<file path="src/rtl/aibnd_str_rxclkmon.sv">
// Receive strobe monitor: synchronizes the forwarded pad strobe, detects both
// edges and qualifies it as locked/lost in the local clock domain.
module aibnd_str_rxclkmon #(
  parameter int SYNC_STAGES = 2,
  parameter int LOCK_EDGES  = 8,
  parameter int TIMEOUT     = 16,
  parameter int CNT_W       = 16
) (
  input  logic             clk,
  input  logic             reset,
  input  logic             vcc_aibnd,
  input  logic             vss_aibnd,
  input  logic             str_in,
  input  logic             enable,
  input  logic             clr_lost,
  output logic             str_active,
  output logic             str_lost,
  output logic             str_lost_sticky,
  output logic [CNT_W-1:0] edge_cnt
);

  typedef enum logic [1:0] {
    IDLE   = 2'd0,
    ACQ    = 2'd1,
    LOCKED = 2'd2,
    LOST   = 2'd3
  } state_t;

  localparam logic [7:0]       GAP_MAX = 8'(TIMEOUT - 1);
  localparam logic [7:0]       ACQ_MAX = 8'(LOCK_EDGES - 1);
  localparam logic [CNT_W-1:0] CNT_MAX = '1;

  state_t                  state_q, state_d;
  logic [SYNC_STAGES-1:0]  sync_q, sync_d;
  logic                    s_prev_q, s_prev_d;
  logic [7:0]              gap_q, gap_d;
  logic [7:0]              acq_q, acq_d;
  logic [CNT_W-1:0]        edge_cnt_q, edge_cnt_d;
  logic                    str_active_q, str_active_d;
  logic                    str_lost_q, str_lost_d;
  logic                    sticky_q, sticky_d;

  logic                    s_sync;
  logic                    edge_det;
  logic                    gap_run;
  logic                    timeout;
  logic                    unused_supply;

  // Supply pins carry no logic function.
  assign unused_supply = vcc_aibnd ^ vss_aibnd;

  always_comb begin
    sync_d   = {sync_q[SYNC_STAGES-2:0], str_in};
    s_sync   = sync_q[SYNC_STAGES-1];
    s_prev_d = s_sync;
    edge_det = s_sync ^ s_prev_q;
  end

  always_comb begin
    state_d    = state_q;
    gap_d      = gap_q;
    acq_d      = acq_q;
    edge_cnt_d = edge_cnt_q;

    gap_run = (state_q == ACQ) || (state_q == LOCKED);
    timeout = gap_run && (gap_q == GAP_MAX) && !edge_det;

    // Edge wins over timeout: a cycle with an edge always restarts the gap.
    if (gap_run) begin
      if (edge_det) begin
        gap_d = 8'd0;
      end else if (gap_q != GAP_MAX) begin
        gap_d = gap_q + 8'd1;
      end
    end

    case (state_q)
      IDLE: begin
        gap_d      = 8'd0;
        acq_d      = 8'd0;
        edge_cnt_d = '0;
        state_d    = ACQ;
      end
      ACQ: begin
        if (edge_det) begin
          if (acq_q == ACQ_MAX) begin
            state_d = LOCKED;
            acq_d   = 8'd0;
          end else begin
            acq_d = acq_q + 8'd1;
          end
        end else if (timeout) begin
          acq_d = 8'd0;
        end
      end
      LOCKED: begin
        if (edge_det) begin
          if (edge_cnt_q != CNT_MAX) begin
            edge_cnt_d = edge_cnt_q + CNT_W'(1);
          end
        end else if (timeout) begin
          state_d = LOST;
        end
      end
      LOST: begin
        state_d = ACQ;
        acq_d   = 8'd0;
        gap_d   = 8'd0;
      end
      default: begin
        state_d = IDLE;
      end
    endcase

    if (!enable) begin
      state_d    = IDLE;
      gap_d      = 8'd0;
      acq_d      = 8'd0;
      edge_cnt_d = '0;
    end

    str_active_d = (state_d == LOCKED);
    str_lost_d   = (state_d == LOST);
    // Set is held across the whole LOST event so a coincident clear loses.
    sticky_d     = str_lost_d || (state_q == LOST) || (sticky_q && !clr_lost);
  end

  always_ff @(posedge clk or posedge reset) begin
    if (reset) begin
      state_q      <= IDLE;
      sync_q       <= '0;
      s_prev_q     <= 1'b0;
      gap_q        <= 8'd0;
      acq_q        <= 8'd0;
      edge_cnt_q   <= '0;
      str_active_q <= 1'b0;
      str_lost_q   <= 1'b0;
      sticky_q     <= 1'b0;
    end else begin
      state_q      <= state_d;
      sync_q       <= sync_d;
      s_prev_q     <= s_prev_d;
      gap_q        <= gap_d;
      acq_q        <= acq_d;
      edge_cnt_q   <= edge_cnt_d;
      str_active_q <= str_active_d;
      str_lost_q   <= str_lost_d;
      sticky_q     <= sticky_d;
    end
  end

  assign str_active      = str_active_q;
  assign str_lost        = str_lost_q;
  assign str_lost_sticky = sticky_q;
  assign edge_cnt        = edge_cnt_q;

endmodule

</file>
<file path="config.mk">
export PLATFORM = sky130hd
export DESIGN_NAME = aibnd_str_rxclkmon
export DESIGN_NICKNAME = d
export VERILOG_FILES = /design/src/rtl/aibnd_str_rxclkmon.sv
export SDC_FILE = /design/constraint.sdc
export NUM_CORES = 1
export LEC_CHECK = 0
export ABC_AREA = 1
export CORE_MARGIN = 5
export CORE_UTILIZATION = 55
export DETAILED_ROUTE_END_ITERATION = 16
export PLACE_DENSITY = 0.83
export SETUP_SLACK_MARGIN = 0.05
export SYNTH_ARGS = -nofsm -noshare
export SYNTH_HDL_FRONTEND = slang
export SYNTH_SLANG_ARGS = --single-unit
</file>
<file path="constraint.sdc">
create_clock -name clk -period 2.6 [get_ports clk]
set_input_delay 0.78 -clock clk [delete_from_list [all_inputs] [get_ports clk]]
set_output_delay 0.78 -clock clk [all_outputs]
set_load 0.01 [all_outputs]
</file>
Word level (Yosys, flattened, before mapping)
Cells that the tools add are included.
- equal/unequal tests: 16
- $add $sub $neg: 3
- multiply operators: 0
- multiplexer cells: 20
- shifts and indexed selects: 0
- reductions and logical operators: 13
- magnitude comparators: 0
- div/mod/pow operators: 0
- bitwise gates (word level): 1
- operator list (operator ; number):
    2-to-1 mux 8 bit ; 9
    2-to-1 mux 16 bit ; 3
    one-hot mux 16 bit (2 select lines) ; 1
    adder 16 x 1 -> 16 bit (second input constant) ; 1
    adder 8 x 1 -> 8 bit (second input constant) ; 2
    inequality test 16 bit (second input constant) ; 1
    one-hot mux 8 bit (2 select lines) ; 1
    2-to-1 mux 2 bit ; 5
    inequality test 3 x 2 -> 1 bit (second input constant) ; 3
    equality test 2 bit (second input constant) ; 4
    equality test 8 x 3 -> 1 bit (second input constant) ; 1
    equality test 8 x 4 -> 1 bit (second input constant) ; 1
    inequality test 8 x 4 -> 1 bit (second input constant) ; 1
    one-hot mux 2 bit (3 select lines) ; 1
    inequality test 4 x 2 -> 1 bit (second input constant) ; 1
    inequality test 4 bit (second input constant) ; 1
    AND reduction 2 bit ; 2
    logical AND 1 bit ; 3
    logical OR 1 bit ; 3
    inequality test 3 x 1 -> 1 bit (second input constant) ; 1
    inequality test 3 bit (second input constant) ; 1
    AND reduction 3 bit ; 1
    equality test 2 x 1 -> 1 bit (second input constant) ; 1
    zero test 1 bit ; 2
    other kinds (3) ; 3
- latch bits: 0
- logic and storage cells: 62
- memory bits (writable): 0
- output and inout bits: 19
- memories: 0
- bits of input ports: 7
- register bits: 40
- memory bits (read-only): 0

Longest topological paths before layout
- depth in word-level cells: 11
- gate-level depth with buffers: 11
- mapped depth without buffers: 11

Least setup slack after synthesis
Ideal clock, no wire load.
- kind: input -> register
- start point: input enable
- end point: register edge_cnt_q[5] (netlist: edge_cnt[5])
- path slack: 811 ps
- required time: 2482 ps
- data arrival time: 1671 ps
- setup time: 118 ps
- path buffers: 3
- stages on the path: 9
- path through: buf_2 > inv_1 > nor2_1 > nand2_1 > nand3_2 > buf_6 > buf_6 > nand2_1 > o21ai_2
- cells in the longest elaborated chain, start to end: 2
- elaborated cells between the ends (all ways): 5
- those cells by class: eq/ne (3); mux (1); reduce/logical (1)
- ends and longest elaborated chain (item ; RTL line ; source):
    start, declared ; 14 ; input logic enable,
    inequality test 3 x 2 -> 1 bit (no line) (tied with other cells) ; n/a ;
    AND reduction 3 bit (no line) ; n/a ;
    end signal, assigned ; 145 ; edge_cnt_q <= edge_cnt_d;
    end, declared ; 38 ; logic [CNT_W-1:0] edge_cnt_q, edge_cnt_d;
Several ways; a longest one is shown, not always the timed one.
A chain may end at the register's enable or synchronous reset.

Worst setup path in the final report
- start point: register edge_cnt_q[10] (netlist: edge_cnt[10])
- end point: output edge_cnt[10]
- RTL lines (item ; RTL line ; source):
    end, declared ; 19 ; output logic [CNT_W-1:0] edge_cnt
No word-level cell between the ends.

==> results.py <==
metrics = {
    "clock_network": {
        "cts_resized": 0,
        "cts_buffers": 5,
        "cts_max_level": 2,
        "cts_sinks": 40,
        "cts_tree": "built",
        "clock-root-buffer": "clkbuf_8",
        "holdBufCountCts": 0,
        "clk_pin_slew_ps": 80,
        "post_cts_buffers": 0,
        "clk_path_buf_depth": 2,
        "clock_latency_ps": 300,
    },
    "layout": {
        "multiInputGateArea_sq_um": 1251,
        "fin_area_sq_um": 2859,
        "diodes": 0,
        "drive_gt1_share_pct": 6.739,
        "nets": 386,
        "regArea_sq_um": 1001,
        "final.fill_count": 386,
        "synthToLayoutAreaGrowth_pct": 16.58,
    },
    "worst_setup_path": {
        "cp_num_buf_inv": 1,
        "crit_path_max_incr_delay_ps": 590,
        "crit_arrival_ps": 1360,
        "worstPathCellList": "clkdlybuf4s50_1",
        "slowest_stage": "clkdlybuf4s50_1",
        "r2r_setup_slack_ps": 550,
        "worstPathMaxFanout": 6,
        "end_kind": "output pin",
        "critical_path_class": "flip-flop to output pin",
        "start_kind": "flip-flop",
        "worstPathRequired_ps": 1820,
        "r2r_start": "state_q[0]",
        "cp_top_family": "buffers and inverters",
        "crit_path_start": "edge_cnt[10]",
    },
    "pwr": {
        "clkPwrFrac_pct": 29.2,
        "peakVddDrop_mv": 0.4129,
        "internal_power_uw": 1142,
        "p_seq_share_pct": 40.7,
        "comb_power_share_pct": 30.1,
        "leakage_uw": 0.001342,
        "p_switching_uw": 610.7,
        "p_per_area_nw_per_um2": 613.0,
        "switching_share_pct": 34.84,
    },
    "routing": {
        "drtIter0Drc": 252,
        "ant_nets": 0,
        "viasPerCell": 5.286,
        "vias": 2236,
        "wl_mm": 5.288,
        "drtPass1Iterations": 4,
        "wl_per_cell_microns": 12.50,
        "drcViolationCount": 0,
    },
    "grt": {
        "track_usage_pct": 18.54,
        "grt_start_max_net_pins": 41,
        "grt_pass1_vias": 2058,
        "antenna_found_initial": 0,
        "grt_pass1_wl_mm": 9.066,
        "grt_overflow_total": 0,
    },
    "hold_path": {
        "hp-start": "sync_q[0]",
        "hold_path.class": "flip-flop to flip-flop",
    },
    "floorplanning": {
        "initial_core_util_pct": 56.32,
        "ioPinCount": 26,
        "die_w_microns": 76.78,
        "num_rows": 24,
        "die-area_sq_um": 5894,
        "coreArea_sq_um": 4354,
        "fp.dieH_microns": 76.78,
    },
    "synthesis": {
        "ys_ff_latch": 40,
        "avgSynthCellArea_sq_um": 7.171,
        "ys_types": 27,
        "ys.flop_type": "dfrtp_1",
        "synth_edf_count": 0,
        "yosysSeqAreaShare_pct": 40.82,
        "synth_area_sq_um": 2452,
        "syn_inst": 342,
        "yosysWarnings": 0,
        "synth_nets": 358,
        "async_reset_ff_share_pct": 100.0,
    },
    "placed_design": {
        "placed_area_sq_um": 2751,
        "place.gp.congestion": 0.8757,
        "io_buffers": 23,
        "dpl_worst_slack_ps": 240.0,
        "dp_hpwl_mm": 3.795,
    },
    "sta": {
        "fin_crit_ps": 2144,
        "worstMarginPinSlew_ps": 504.9,
        "setup_ws_ps": 456.0,
        "timing.setup.tns_ps": 0,
        "timing.fmax_ghz": 0.4664,
        "setup_viol": 0,
        "period_share_pct": 82.46,
        "slew_viol_final": 0,
        "max_slew_margin_pct": 66.34,
        "rsz0062_at_grt": "no",
        "finClkSkew_ps": 7.713,
        "hold_violations": 0,
    },
    "flow_run": {
        "drv_cap": 0,
    },
    "status": {
        "status": "completed",
    },
}
==> path summary, 6_finish.rpt <==
check                                to  cells after the start
max                        edge_cnt[10]                      1
min                           sync_q[1]                      0
max reg2reg                    acq_q[7]                     10
min reg2reg                   sync_q[1]                      0
max in group asynchronous      acq_q[6]                      3
min in group asynchronous   edge_cnt[7]                      3
==> per-layer routing <==
metal	GRT usage, %	routed length [microns]
met2	30.22	2516
met5	0	0
met3	4.801	325
met4	6.993	86
met1	23.49	2359
==> state kept, by name, indices dropped and copies added (netlist names) <==
| register | count |
|---|---|
| acq_q | 8 |
| edge_cnt | 16 |
| gap_q | 8 |
| s_prev_q | 1 |
| state_q | 2 |
| str_active | 1 |
| str_lost | 1 |
| str_lost_sticky | 1 |
| sync_q | 2 |
==> power by group through the flow <==
stage	registers, uW	logic [uW]	clock network, uW
3_3_place_gp	719	506	0
5_1_grt	720	590	547
6_report	714	527	512
3_5_place_dp	723	521	0
4_1_cts	713	528	517
2_1_floorplan	721	388	0
==> synthesized netlist by cell type, types with 4 or more instances <==
cell	count	share of area, %
o21ai_0	9	1.8
ha_1	9	4.6
nand2_1	108	17
nand4_1	18	4.6
o21ai_1	6	1.2
a21oi_1	8	1.6
inv_1	41	6.3
o21ai_2	4	1.4
xor2_1	4	1.4
or2_2	4	1.0
nor2_1	44	6.7
nor3_1	4	0.82
nand3_1	23	4.7
dfrtp_1	40	41
==> metrics by stage <==
step | hold WS, ps | util [%] | std cells | power, uW
floorplan | 331.2 | - | 342 | 1109
global placement | 337.9 | 63.19 | 415 | 1225
detailed placement | 341.3 | 63.19 | 415 | 1244
CTS | 360.0 | 65.66 | 423 | 1758
global route | 372.2 | 65.66 | 423 | 1857
finish | 356.2 | 65.66 | 423 | 1753
==> cell families after synthesis <==
logic type | synth area share, %
compound gates | 7.653
buf+inv | 8.163
fa+ha+maj | 4.592
xor+xnor | 2.143
flops | 40.82
simple gates | 36.63
==> final cells by class <==
class	count	share of cell area, %
tap	52	2.276
clock inverter	2	1.225
clock buffer	6	2.538
multi-input combinational	254	43.76
timing repair buffer	28	9.803
sequential	40	35.01
inverter	41	5.383
==> cell usage in the layout (no fill, tap or decap) <==
master	instances
nand2_2	1
a21oi_1	8
clkinv_2	1
nand4_1	18
a21o_1	1
nand3b_1	1
o21ai_2	4
buf_4	4
buf_12	1
nor3_2	1
dfrtp_1	40
o31ai_1	1
o21ai_0	9
nand2_1	108
or2_2	4
bufinv_16	1
nor3_1	4
nand3_2	2
ha_1	9
clkdlybuf4s50_1	23
nor2_1	44
xnor2_1	2
inv_1	41
nor2_4	1
xor2_1	4
nand3_1	23
o21ai_1	6
clkbuf_8	5
clkbuf_1	1
o21bai_1	3
Power figures use the tool's default switching activity.
==> RTL edit: new RTL, same flow settings <==
The parameter `CNT_W` goes from 16 to 20.
--- a/src/rtl/aibnd_str_rxclkmon.sv
+++ b/src/rtl/aibnd_str_rxclkmon.sv
@@ -4,7 +4,7 @@
   parameter int SYNC_STAGES = 2,
   parameter int LOCK_EDGES  = 8,
   parameter int TIMEOUT     = 16,
-  parameter int CNT_W       = 16
+  parameter int CNT_W       = 20
 ) (
   input  logic             clk,
   input  logic             reset,
Interface: changed (resized edge_cnt); port bits go from 26 to 30. The function was not compared with the original's and may differ.
==> RTL edit against the unedited design <==
Via count grew 15%; die area grew 15%; final area grew 17%; setup slack lost 0.070 ns; register-to-register slack lost 0.04 ns; power grew 5.5%; area after synthesis grew 18%; sequential cell count grew 4; highest routed layer unchanged; synthesized cell count grew 12%; routed wire length grew 16%.
==> RTL edit: results (changes against the unedited design) <==
** Logic synthesis
- Number of library cell types mapped by synthesis :: 34 (+26%)
- By count the netlist is led by sky130_fd_sc_hd__nand2_1, sky130_fd_sc_hd__dfrtp_1, sky130_fd_sc_hd__nor2_1, sky130_fd_sc_hd__inv_1, sky130_fd_sc_hd__nand3_1.
- The post-synthesis area per instance is 7.53 sq um (+5.0%).
- Largest cells by area after synthesis :: sky130_fd_sc_hd__dfrtp_1, sky130_fd_sc_hd__nand2_1, sky130_fd_sc_hd__nor2_1
- The share of synthesized registers carrying an async set or reset came to 100% (unchanged).
- The portion of the post-synthesis area used by sequential elements came to 38.1% (-2.7 points).
- The number of nets produced by synthesis came to 400 (+12%).

** Cells and area
- Flip-flop count of the largest register after layout :: 20 (+4)
- Fraction of final layout cells sized beyond drive strength 1 :: 14.9% (+8.2 points)
- Count of filler cells inserted in the layout :: 435 (+13%)
- The final layout net count came to 431 (+12%).
- Relative to the synthesized area, the layout overhead comes to 15.8%.

** STA
- Worst Clk Skew :: 0.00769 ns (-0.0000248 ns)
- The worst-case setup margin in the final layout is 0.386 ns (-0.0703 ns).
- Rel. slew slack :: 62.2% (-4.1 points)

** Pwr
- Worst-case vdd ir drop :: 0.000413 V (about the same)
- The reported leakage power is 1.48 nW (+11%).

** Place
- The instance count after placement with tap cells included was 478 (+15%).
- The total cell area at the placement stage is 3230 sq um (+18%).
- The estimated wirelength of the detail-placed design is 4720 um (+25%).
- The pre-CTS setup slack is 0.225 ns (-0.0147 ns).
- The global placer's final weighted congestion came to 0.884 (+0.96%).
- The number of I/O port buffers came to 27 (+17%).

** Critical path
- Worst stage delay on the critical path :: 0.60 ns
- The arrival time of the worst setup path came to 1.43 ns (+0.07 ns).
- Setup crit start :: edge_cnt[0]
- FF-to-FF setup slack :: 0.51 ns (-0.04 ns)
- The most critical setup path has its endpoint at edge_cnt[0].
- The number of cells on the worst reg-to-reg path is 8 (-2).
- The worst register-to-register path ends at edge_cnt[7].
- Largest fanout on the critical path :: 8 (+2)

** Outcome
- The run finished with clean final reports.

** Routing
- Routed WL per cell :: 12.7 um (+1.3%)
- The via-per-instance ratio came to 5.31 (+0.43%).
- The initial detailed-routing violation count was 155 (-38%).
- Detailed-routing iteration count for the pre-antenna-repair pass :: 5 (+1)
- The number of vias after detailed routing came to 2,580 (+15%).

** Global route
- The total global-route track usage is 20.0% (+1.5 points).
- Number of global-route vias before repair :: 2,345 (+14%)
- First-pass GRT wire length :: 10,500 um (+16%)
- The maximum number of pins on one net before global-route repair is 30 (-27%).

** CTS
- The tree is rooted in a sky130_fd_sc_hd__clkbuf_8.
- Postcts setup bufs :: 0 (unchanged)
## RTL edit: cells by family (layout without fill, tap and decap cells)
| group | Yosys count | count (layout) | synth area share (%) |
|---|---|---|---|
| buffers and inverters | 51 | 83 | 8.40 |
| adders and majority gates | 9 | 9 | 3.90 |
| xor gates and xnor gates | 8 | 8 | 2.68 |
| and+or+nand+nor | 242 | 242 | 39.6 |
| DFF | 44 | 44 | 38.1 |
| AOI/OAI and AO/OA | 30 | 30 | 7.36 |
## RTL edit: cell type report
| type | instances | area (sq um) | area share (%) |
|---|---|---|---|
| Tap cell | 70 | 87.6 | 2.62 |
| Sequential cell | 44 | 1100 | 32.9 |
| Inverter | 42 | 159 | 4.75 |
| Clock buffer | 5 | 68.8 | 2.06 |
| Multi-Input combinational cell | 289 | 1550 | 46.2 |
| Clock inverter | 3 | 42.5 | 1.27 |
| Timing Repair Buffer | 33 | 340 | 10.2 |
## RTL edit: routing by layer
metal	track usage (%)	vias up	routed length (um)
met4	6.54	0	107
met1	23.5	1208	2550
li1	-	1295	-
met2	36.8	70	3210
met5	0	-	0
met3	3.58	7	290
## RTL edit: power breakdown
group,switching [W],internal [W]
sequential,0.0000421,0.000722
clock,0.000236,0.000284
combinational,0.000383,0.000180
## RTL edit: worst register-to-register path, delay by kind of cell, from the launching register on
kind | cells | cell delay, ns
buffers and inverters | 3 | 0.57
adders and majority gates | 1 | 0.46
and+or+nand+nor | 3 | 0.46
DFF | 1 | 0.44
AOI/OAI and AO/OA | 1 | 0.05
## RTL edit: metrics by stage
stage	hold slack, ns	total power (W)
finish	0.359	0.00185
global route	0.376	0.00198
CTS	0.370	0.00188
detailed placement	0.350	0.00134
global placement	0.336	0.00133
floorplan	0.331	0.00123
